<file path="config.mk">
export PLATFORM = sky130hd
export DESIGN_NAME = uart_tx_serializer
export DESIGN_NICKNAME = d
export VERILOG_FILES = /design/src/rtl/uart_pkg.sv /design/src/rtl/uart_baud_tick.sv /design/src/rtl/uart_tx_serializer.sv
export SDC_FILE = /design/constraint.sdc
export NUM_CORES = 1
export LEC_CHECK = 0
export ABC_AREA = 1
export CAP_MARGIN = 20
export CORE_MARGIN = 3
export CORE_UTILIZATION = 31
export DETAILED_ROUTE_END_ITERATION = 10
export GPL_ROUTABILITY_DRIVEN = 1
export PLACE_DENSITY = 0.56
export RECOVER_POWER = 100
export SLEW_MARGIN = 5
export SYNTH_ARGS = -nofsm -noshare
export SYNTH_HDL_FRONTEND = slang
export SYNTH_SLANG_ARGS = --single-unit
export TNS_END_PERCENT = 5
</file>
<file path="constraint.sdc">
create_clock -name i_clk -period 1.85 [get_ports i_clk]
set_input_delay 0.185 -clock i_clk [delete_from_list [all_inputs] [get_ports i_clk]]
set_output_delay 0.185 -clock i_clk [all_outputs]
set_load 0.01 [all_outputs]
</file>
<file path="src/rtl/uart_pkg.sv">
// uart_pkg
//   Shared types and constants for the UART datapath blocks.
//   - tx_state_t       : transmit FSM encoding
//   - uart_frame_cfg_t : per-frame format fields, driven by the register map
//                        from its RW control register and latched by the
//                        transmitter at frame accept
//   - UART_DBITS_*     : encodings of the data-length field
package uart_pkg;

  localparam int UART_DIV_WIDTH = 16;

  localparam logic [1:0] UART_DBITS_5 = 2'd0;
  localparam logic [1:0] UART_DBITS_6 = 2'd1;
  localparam logic [1:0] UART_DBITS_7 = 2'd2;
  localparam logic [1:0] UART_DBITS_8 = 2'd3;

  typedef enum logic [2:0] {
    TX_IDLE   = 3'd0,
    TX_START  = 3'd1,
    TX_DATA   = 3'd2,
    TX_PARITY = 3'd3,
    TX_STOP   = 3'd4
  } tx_state_t;

  typedef struct packed {
    logic [UART_DIV_WIDTH-1:0] div;
    logic [1:0]                dbits;
    logic                      par_en;
    logic                      par_odd;
    logic                      stop2;
  } uart_frame_cfg_t;

endpackage

</file>
<file path="src/rtl/uart_baud_tick.sv">
// uart_baud_tick
//   Loadable down-counter that marks bit-period boundaries. The counter is
//   loaded with the start value on i_start and then counts down to zero;
//   o_tick is high on the cycle the count is zero, which is the last cycle of
//   a bit period. On that cycle it reloads, so every period lasts reload+1
//   cycles. A reload value of 0 yields a tick every cycle.
//   Ports:
//     i_clk, i_rst   : clock, asynchronous active-high reset
//     i_start        : restart the period (frame accept)
//     i_start_val    : count loaded on i_start
//     i_run          : count enable; o_tick is suppressed when low
//     i_reload_val   : count reloaded at each period boundary
//     o_tick         : one-cycle strobe on the last cycle of each period
module uart_baud_tick #(
  parameter int DIV_WIDTH = 16
) (
  input  logic                 i_clk,
  input  logic                 i_rst,
  input  logic                 i_start,
  input  logic [DIV_WIDTH-1:0] i_start_val,
  input  logic                 i_run,
  input  logic [DIV_WIDTH-1:0] i_reload_val,
  output logic                 o_tick
);

  logic [DIV_WIDTH-1:0] cnt;

  assign o_tick = i_run && (cnt == '0);

  always_ff @(posedge i_clk or posedge i_rst) begin
    if (i_rst) begin
      cnt <= '0;
    end else if (i_start) begin
      cnt <= i_start_val;
    end else if (i_run) begin
      // Reload at zero instead of wrapping, so a bit never stretches.
      if (cnt == '0) cnt <= i_reload_val;
      else           cnt <= cnt - 1'b1;
    end
  end

endmodule

</file>
<file path="src/rtl/uart_tx_serializer.sv">
// uart_tx_serializer
//   UART transmit engine. Pops bytes from the TX FIFO over a valid/ready
//   handshake, latches the frame format at accept, and serializes
//   start / data (LSB first) / optional parity / 1-2 stop bits onto o_txd.
//   Ports:
//     i_clk, i_rst          : clock, asynchronous active-high reset
//     i_enable              : transmitter enable
//     i_cfg_div             : bit period minus one, in i_clk cycles
//     i_cfg_dbits           : data length code (5..8 bits)
//     i_cfg_par_en/_odd     : parity present / odd parity
//     i_cfg_stop2           : two stop bits
//     i_break               : hold the line low while idle
//     i_data, i_data_valid  : FIFO head byte and not-empty flag
//     o_data_ready          : FIFO pop strobe
//     o_txd                 : serial line, registered, idle high
//     o_busy                : frame in progress
//     o_done                : pulse on the last cycle of the final stop bit
module uart_tx_serializer
  import uart_pkg::*;
#(
  parameter int DIV_WIDTH  = 16,
  parameter int DATA_WIDTH = 8
) (
  input  logic                  i_clk,
  input  logic                  i_rst,
  input  logic                  i_enable,
  input  logic [DIV_WIDTH-1:0]  i_cfg_div,
  input  logic [1:0]            i_cfg_dbits,
  input  logic                  i_cfg_par_en,
  input  logic                  i_cfg_par_odd,
  input  logic                  i_cfg_stop2,
  input  logic                  i_break,
  input  logic [DATA_WIDTH-1:0] i_data,
  input  logic                  i_data_valid,
  output logic                  o_data_ready,
  output logic                  o_txd,
  output logic                  o_busy,
  output logic                  o_done
);

  // Even parity over the transmitted bits only, inverted for odd parity.
  function automatic logic calc_parity(input logic [DATA_WIDTH-1:0] d,
                                       input logic [1:0]            dbits,
                                       input logic                  odd);
    logic [DATA_WIDTH-1:0] mask;
    case (dbits)
      UART_DBITS_5: mask = DATA_WIDTH'(8'h1F);
      UART_DBITS_6: mask = DATA_WIDTH'(8'h3F);
      UART_DBITS_7: mask = DATA_WIDTH'(8'h7F);
      UART_DBITS_8: mask = DATA_WIDTH'(8'hFF);
      default:      mask = '1;
    endcase
    return (^(d & mask)) ^ odd;
  endfunction

  tx_state_t             state;
  uart_frame_cfg_t       cfg_q;
  uart_frame_cfg_t       cfg_in;
  logic [DATA_WIDTH-1:0] data_q;
  logic [2:0]            bit_idx;
  logic [2:0]            next_idx;
  logic [2:0]            last_bit;
  logic                  stop_idx;
  logic                  stop_last;
  logic                  txd_q;
  logic                  tick;
  logic                  accept;
  logic                  busy;

  always_comb begin
    cfg_in         = '0;
    cfg_in.div     = UART_DIV_WIDTH'(i_cfg_div);
    cfg_in.dbits   = i_cfg_dbits;
    cfg_in.par_en  = i_cfg_par_en;
    cfg_in.par_odd = i_cfg_par_odd;
    cfg_in.stop2   = i_cfg_stop2;
  end

  // Ready depends only on registered state and the control inputs, never on
  // valid; reset is included so no pop can happen while it is held.
  assign o_data_ready = (state == TX_IDLE) && i_enable && !i_break && !i_rst;
  assign accept       = i_data_valid && o_data_ready;
  assign busy         = (state != TX_IDLE);

  assign next_idx  = bit_idx + 3'd1;
  assign last_bit  = {1'b0, cfg_q.dbits} + 3'd4;
  // stop_idx counts 0 then 1; the final stop bit is the one matching stop2.
  assign stop_last = (stop_idx == cfg_q.stop2);

  uart_baud_tick #(
    .DIV_WIDTH (DIV_WIDTH)
  ) u_baud_tick (
    .i_clk        (i_clk),
    .i_rst        (i_rst),
    .i_start      (accept),
    .i_start_val  (i_cfg_div),
    .i_run        (busy),
    .i_reload_val (DIV_WIDTH'(cfg_q.div)),
    .o_tick       (tick)
  );

  // Byte holding register: only meaningful after an accept, so no reset.
  always_ff @(posedge i_clk) begin
    if (accept) data_q <= i_data;
  end

  // Frame sequencing: the line value for the next bit is registered on the
  // tick that ends the current bit.
  always_ff @(posedge i_clk or posedge i_rst) begin
    if (i_rst) begin
      state    <= TX_IDLE;
      bit_idx  <= '0;
      stop_idx <= 1'b0;
      txd_q    <= 1'b1;
      cfg_q    <= '0;
    end else begin
      case (state)
        TX_IDLE: begin
          bit_idx  <= '0;
          stop_idx <= 1'b0;
          if (accept) begin
            state <= TX_START;
            txd_q <= 1'b0;
            cfg_q <= cfg_in;
          end else begin
            txd_q <= ~i_break;
          end
        end
        TX_START: begin
          if (tick) begin
            state <= TX_DATA;
            txd_q <= data_q[0];
          end
        end
        TX_DATA: begin
          if (tick) begin
            if (bit_idx == last_bit) begin
              if (cfg_q.par_en) begin
                state <= TX_PARITY;
                txd_q <= calc_parity(data_q, cfg_q.dbits, cfg_q.par_odd);
              end else begin
                state <= TX_STOP;
                txd_q <= 1'b1;
              end
            end else begin
              bit_idx <= next_idx;
              txd_q   <= data_q[next_idx];
            end
          end
        end
        TX_PARITY: begin
          if (tick) begin
            state <= TX_STOP;
            txd_q <= 1'b1;
          end
        end
        TX_STOP: begin
          if (tick) begin
            if (stop_last) state <= TX_IDLE;
            else           stop_idx <= 1'b1;
          end
        end
        default: begin
          state <= TX_IDLE;
          txd_q <= 1'b1;
        end
      endcase
    end
  end

  assign o_txd  = txd_q;
  assign o_busy = busy;
  assign o_done = (state == TX_STOP) && tick && stop_last;

endmodule

</file>
### Word level (Yosys, flattened, before mapping)

Cells that the tools add are included.

| word-level totals | value |
|---|---|
| register bits | 53 |
| bits in latches | 0 |
| bits in writable memories | 0 |
| ROM bits | 0 |
| input bits | 34 |
| output and inout bits | 4 |
| word-level logic and storage cells | 91 |
| memories | 0 |

| operators by class | value |
|---|---|
| add/subtract/negate cells | 3 |
| $mul | 0 |
| divide/modulo/power cells | 0 |
| magnitude comparators | 1 |
| eq/ne operators | 18 |
| shift-type cells | 0 |
| multiplexer cells | 32 |
| bitwise gates (word level) | 4 |
| reductions and logical operators | 22 |

Operator list:

| cell | number |
|---|---|
| two-way mux 16 bit | 3 |
| two-way mux 8 bit | 4 |
| one-hot mux 8 bit (4 select lines) | 1 |
| two-way mux 3 bit | 10 |
| inequality test 2 bit, second input constant | 9 |
| logical NOT 16 bit | 1 |
| subtractor 16 x 1 -> 16 bit, second input constant | 1 |
| one-hot mux 3 bit (5 select lines) | 1 |
| two-way mux 1 bit | 9 |
| bitwise AND 8 bit | 1 |
| parity 8 bit | 1 |
| logical AND 1 bit | 7 |
| AND reduction 7 bit | 1 |
| equality test 3 x 2 -> 1 bit, second input constant | 2 |
| one-hot mux 3 bit (2 select lines) | 1 |
| AND reduction 3 bit | 2 |
| nonzero test 2 bit | 3 |
| one-hot mux 1 bit (5 select lines) | 1 |
| equality test 2 bit, second input constant | 2 |
| < comparator 3 x 4 -> 1 bit, second input constant | 1 |
| AND reduction 4 bit | 1 |
| adder 2 x 3 -> 3 bit, second input constant | 1 |
| adder 3 x 1 -> 3 bit, second input constant | 1 |
| binary-select mux 1 bit (select 3 bit) | 1 |
| 13 further kinds | 15 |

### Depth between registers and ports, before layout

| depth | value |
|---|---|
| depth after elaboration | 13 |
| depth in mapped cells | 12 |

### Hierarchy

From an unflattened synthesis, not the netlist that was laid out.

| second synthesis, totals | value |
|---|---|
| cells, all modules | 472 |
| area total of the unflattened synthesis | 3,427.0 µm² |

Modules (own cells, without submodules):

| module | times used | cells each | area each (µm²) | sequential area each (µm²) |
|---|---|---|---|---|
| uart_tx_serializer | 1 | 243 | 1,901.8 | 967.2 |
| uart_baud_tick | 1 | 229 | 1,525.2 | 400.4 |

### Least setup slack after synthesis

No wires, ideal clock.

| timing path | value |
|---|---|
| path kind | reg2reg |
| start point | reg state[0] |
| end point | reg data_q[0] (enable) |
| setup time | 325 ps |
| data arrival time | 1,261 ps |
| required time | 1,525 ps |
| path slack | 264 ps |
| cell stages (with the launch flop) | 7 |
| clock period less this slack | 1,586 ps |
| path through | dfrtp_1 > nor2_4 > nand2_4 > nor2_4 > nand2_4 > inv_4 > buf_2 |

| between the ends | value |
|---|---|
| word-level cells in the longest chain between the ends | 5 |

Ends and longest elaborated chain:

| what | line | RTL |
|---|---|---|
| start, declared | uart_tx_serializer.sv:56 | `tx_state_t state;` |
| start signal, assigned | uart_tx_serializer.sv:111 | `state <= TX_IDLE;` |
| start signal, assigned | uart_tx_serializer.sv:122 | `state <= TX_START;` |
| start signal, assigned | uart_tx_serializer.sv:131 | `state <= TX_DATA;` |
| logical NOT 3 bit | uart_tx_serializer.sv:81 | `assign o_data_ready = (state == TX_IDLE) && i_enable && !i_break && !i_rst;` |
| logical AND 1 bit (3 in a row) | uart_tx_serializer.sv:81 |  |
| named net o_data_ready | uart_tx_serializer.sv:35 | `output logic o_data_ready,` |
| logical AND 1 bit | uart_tx_serializer.sv:82 | `assign accept = i_data_valid && o_data_ready;` |
| named net accept | uart_tx_serializer.sv:67 | `logic accept;` |
| end signal, assigned | uart_tx_serializer.sv:104 | `if (accept) data_q <= i_data;` |
| end, declared | uart_tx_serializer.sv:59 | `logic [DATA_WIDTH-1:0] data_q;` |

The timed path passes the listed nets, and every way through them passes these cells.
A chain may end at the register's enable or synchronous reset.

### Worst setup path after layout

| timing path | value |
|---|---|
| start point | reg u_baud_tick.cnt[1] |
| end point | out o_done |

| between the ends | value |
|---|---|
| word-level cells in the longest chain between the ends | 4 |

Ends and longest elaborated chain:

| what | line | RTL |
|---|---|---|
| start, declared | uart_baud_tick.sv:26 | `logic [DIV_WIDTH-1:0] cnt;` |
| start signal, assigned | uart_baud_tick.sv:34 | `cnt <= i_start_val;` |
| start signal, assigned | uart_baud_tick.sv:37 | `if (cnt == '0) cnt <= i_reload_val;` |
| start signal, assigned | uart_baud_tick.sv:38 | `else cnt <= cnt - 1'b1;` |
| logical NOT 16 bit | uart_baud_tick.sv:28 | `assign o_tick = i_run && (cnt == '0);` |
| logical AND 1 bit | uart_baud_tick.sv:28 |  |
| logical AND 1 bit (2 in a row) | uart_tx_serializer.sv:173 | `assign o_done = (state == TX_STOP) && tick && stop_last;` |
| end, declared | uart_tx_serializer.sv:38 | `output logic o_done` |

Every way passes these cells.

==> metrics.md <==
| Metric | Value |
|---|---|
| Pins over their slew limit | 0 |
| Leakage | 0.00179 µW |
| Critical Path Sink | o_done |
| Synth cell types | 31 |
| Drc violations | 0 |
| Drt first pass iters | 4 |
| Area leader, netlist | dfrtp_1 |
| Most frequent cells after synthesis | 134 x nand2_1, 48 x nor2_1, 46 x inv_1 |
| DR vias | 2797 |
| Cts bufs inserted | 5 |
| Horiz. Die Dim | 105 µm |
| H-tree depth | 2 |
| Slowest CP cell | dfrtp_1 |
| Synth Area per Inst | 7.35 µm² |
| Clock sink count | 53 |
| Hold Crit Class | input port to flip-flop |
| Initial DRC count | 80 |
| Power density over the cells | 1350 mW/mm² |
| Rows | 35 |
| Final #Nets | 511 |
| Reg2Reg Setup Slack | 0.14 ns |
| Worst-path clk slew | 0.11 ns |
| CTS hold repair buffers | 0 |
| Synthesized area | 0.00304 mm² |
| Crit path max fanout | 3 |
| Top cell type's share of synthesized area | 36.3% |
| Antenna diodes | 0 |
| CP Cell Sequence | inv_2 > ha_4 > inv_2 > nor3_2 > nand4_1 > nor2_1 > buf_2 |
| Area growth syn-to-layout | 27.2% |
| Most common cell in the netlist | nand2_1 |
| Element type at the critical path end | primary output |
| Full die area | 0.0110 mm² |
| Largest net degree at the start of global routing | 46 |
| Total Power | 5210 µW |
| Worst Setup SP | u_baud_tick.cnt[1] |
| Avg WL per Cell | 12.1 µm |
| Area of the core | 0.00937 mm² |
| GRT overflow | 0 |
| Setup violators final | 0 |
| Final period utilization | 96.7% |
| Clk_skew | 0.0138 ns |
| Routed Antenna Nets | 0 |
| Critical Path RT | 1.66 ns |
| CTS Buffer Depth | 2 |
| Peak VDD IR | 0.000460 V |
| Share of layout cells above drive strength 1 | 12.2% |
| Syn Nets | 450 |
| Async set-reset flop share out of synthesis | 84.9% |
| Final hold viol count | 0 |
| RSZ-0062 raised after global routing | yes |
| TritonCTS clock tree | built |
| Vias in the first global route | 2759 |
| DRT Wirelength | 7340 µm |
| Least-Margin Pin Slew | 1.15 ns |
| Worst rel slew slack | 23.4% |
| Initial Utilization | 32.4% |
| Gate Count Post-Synth | 413 |
| Initial antenna violation count | 0 |
| Max incr delay on CP | 0.42 ns |
| First-pass GRT wire length | 12600 µm |
| Critical Path Source Type | flip-flop |
| Register area share after synthesis | 45.0% |
| Path type of the worst setup path | flip-flop to primary output |
| Top FF cell, synth | dfrtp_1 |
| Hpwl dp | 5390 µm |
| RR Startpoint | u_baud_tick.cnt[1] |
| Total Routing Usage GR | 13.7% |
| Main area contributors after synthesis | dfrtp_1 36%, nand2_1 17%, edfxtp_1 7.9% |
| Via/cell ratio | 4.63 |
| Min Tclk post-route | 1.79 ns |
| Worst r2r dst | u_baud_tick.cnt[7] |
| Most used cell along the critical path | inv_2 |
| Clock Latency Late Sink | 0.31 ns |
| PortBufs | 37 |
| Worst setup margin | 0.0620 ns |
| FMAX | 559 MHz |
| Placement Setup Slack | -0.00402 ns |
| Synth warn | 0 |
| Crit path arrival time | 1.60 ns |
| Clock Tree Root | clkbuf_8 |
| Run status | complete, no violations |
| Die Span Y | 105 µm |
| Flip-flop and latch count after synthesis | 53 |
| Max cap viols | 0 |
| Placer congestion estimate | 0.853 |
| Io pins | 38 |
| Worst Reg2Reg Path Length in Cells | 9 |
| Post-synth EDFFs | 8 |
state kept, by name (all words and copies together), names as in the netlist:
| register | cells |
|---|---|
| state | 3 |
| data_q | 8 |
| u_baud_tick.cnt | 16 |
| o_txd | 1 |
| bit_idx | 3 |
| cfg_q | 21 |
| stop_idx | 1 |
through the flow:
stage	hold slack, ns	setup TNS (ns)	cells	utilization (%)	instance area, µm²
after floorplan	0.284	0	413	-	3040
after global placement	0.457	0	590	39.4	3690
after detailed placement	0.461	-0.00402	590	39.4	3690
after CTS	0.254	-0.00390	598	40.6	3800
after global routing	0.394	-0.0255	604	41.2	3860
final	0.397	0	604	41.2	3860
cells in the final DEF (no fill, tap or decap), drive strengths merged, types with 2 or more instances in the layout:
cell	Yosys	final
nor2	51	51
clkdlybuf4s50	0	25
a31oi	8	8
a22oi	3	3
xnor2	3	3
clkinv	0	2
inv	49	49
ha	3	3
o21ai	32	32
buf	10	26
nand3	26	26
nand4	4	4
dlygate4sd3	0	10
xor2	5	5
dfrtp	44	44
edfxtp	8	8
a21oi	22	22
nand2	137	137
clkbuf	0	7
o31ai	2	2
worst max-delay path, delay by kind of cell (launching register included):
kind | cells | cell delay (ns)
buffers and inverters | 3 | 0.27
DFF | 1 | 0.42
and+or+nand+nor | 3 | 0.47
adders and majority gates | 1 | 0.13
timing repair:
| item | 4_1_cts | 5_1_grt |
|---|---|---|
| endpoints found under the setup margin | 2 | 19 |
| setup buffers | 0 | 6 |
| resized for setup | 5 | 17 |
| pin swaps | 1 | 7 |
power by group:
part	internal [µW]	switching (µW)	leakage, µW
Combinational	1030	1430	0.00113
Sequential	1640	293	0.000603
Clock	407	413	0.0000585
kinds of logic (layout without fill, tap and decap cells):
kind of cell / after synthesis / in the layout / synth area share, %
and+or+nand+nor: 221 / 221 / 30.5
xor gates and xnor gates: 8 / 8 / 2.31
buffers and inverters: 59 / 121 / 8.61
adders and majority gates: 3 / 3 / 1.24
DFF: 53 / 53 / 45.0
AOI/OAI and AO/OA: 69 / 69 / 12.3
cell type report:
type	instances	area [µm²]
Fill cell	1004	5510
Tap cell	129	161
Sequential cell	53	1370
Clock buffer	5	68.8
Timing Repair Buffer	64	582
Inverter	49	189
Clock inverter	3	43.8
Multi-Input combinational cell	301	1450
worst min-delay path by stage:
stage                 to   startpoint  cells past startpoint  slack (ns)
2_1_floorplan  data_q[0]    i_data[0]                      0        0.28
3_3_place_gp   cfg_q[14]    cfg_q[14]                      2        0.46
3_5_place_dp   cfg_q[19]    cfg_q[19]                      2        0.46
4_1_cts         cfg_q[2]        i_rst                      3        0.25
5_1_grt         cfg_q[0]  i_cfg_stop2                      3        0.39
6_report        cfg_q[0]  i_cfg_stop2                      3        0.40
per-layer routing:
| layer | vias to the layer above | global-route usage [%] | share of wire (%) |
|---|---|---|---|
| li1 | 1449 | - | - |
| met1 | 1301 | 18.0 | 47 |
| met2 | 42 | 23.0 | 48 |
| met3 | 5 | 2.96 | 3.8 |
| met4 | 0 | 3.28 | 0.72 |
| met5 | - | 0 | 0 |
(Power assumes the default switching activity.)
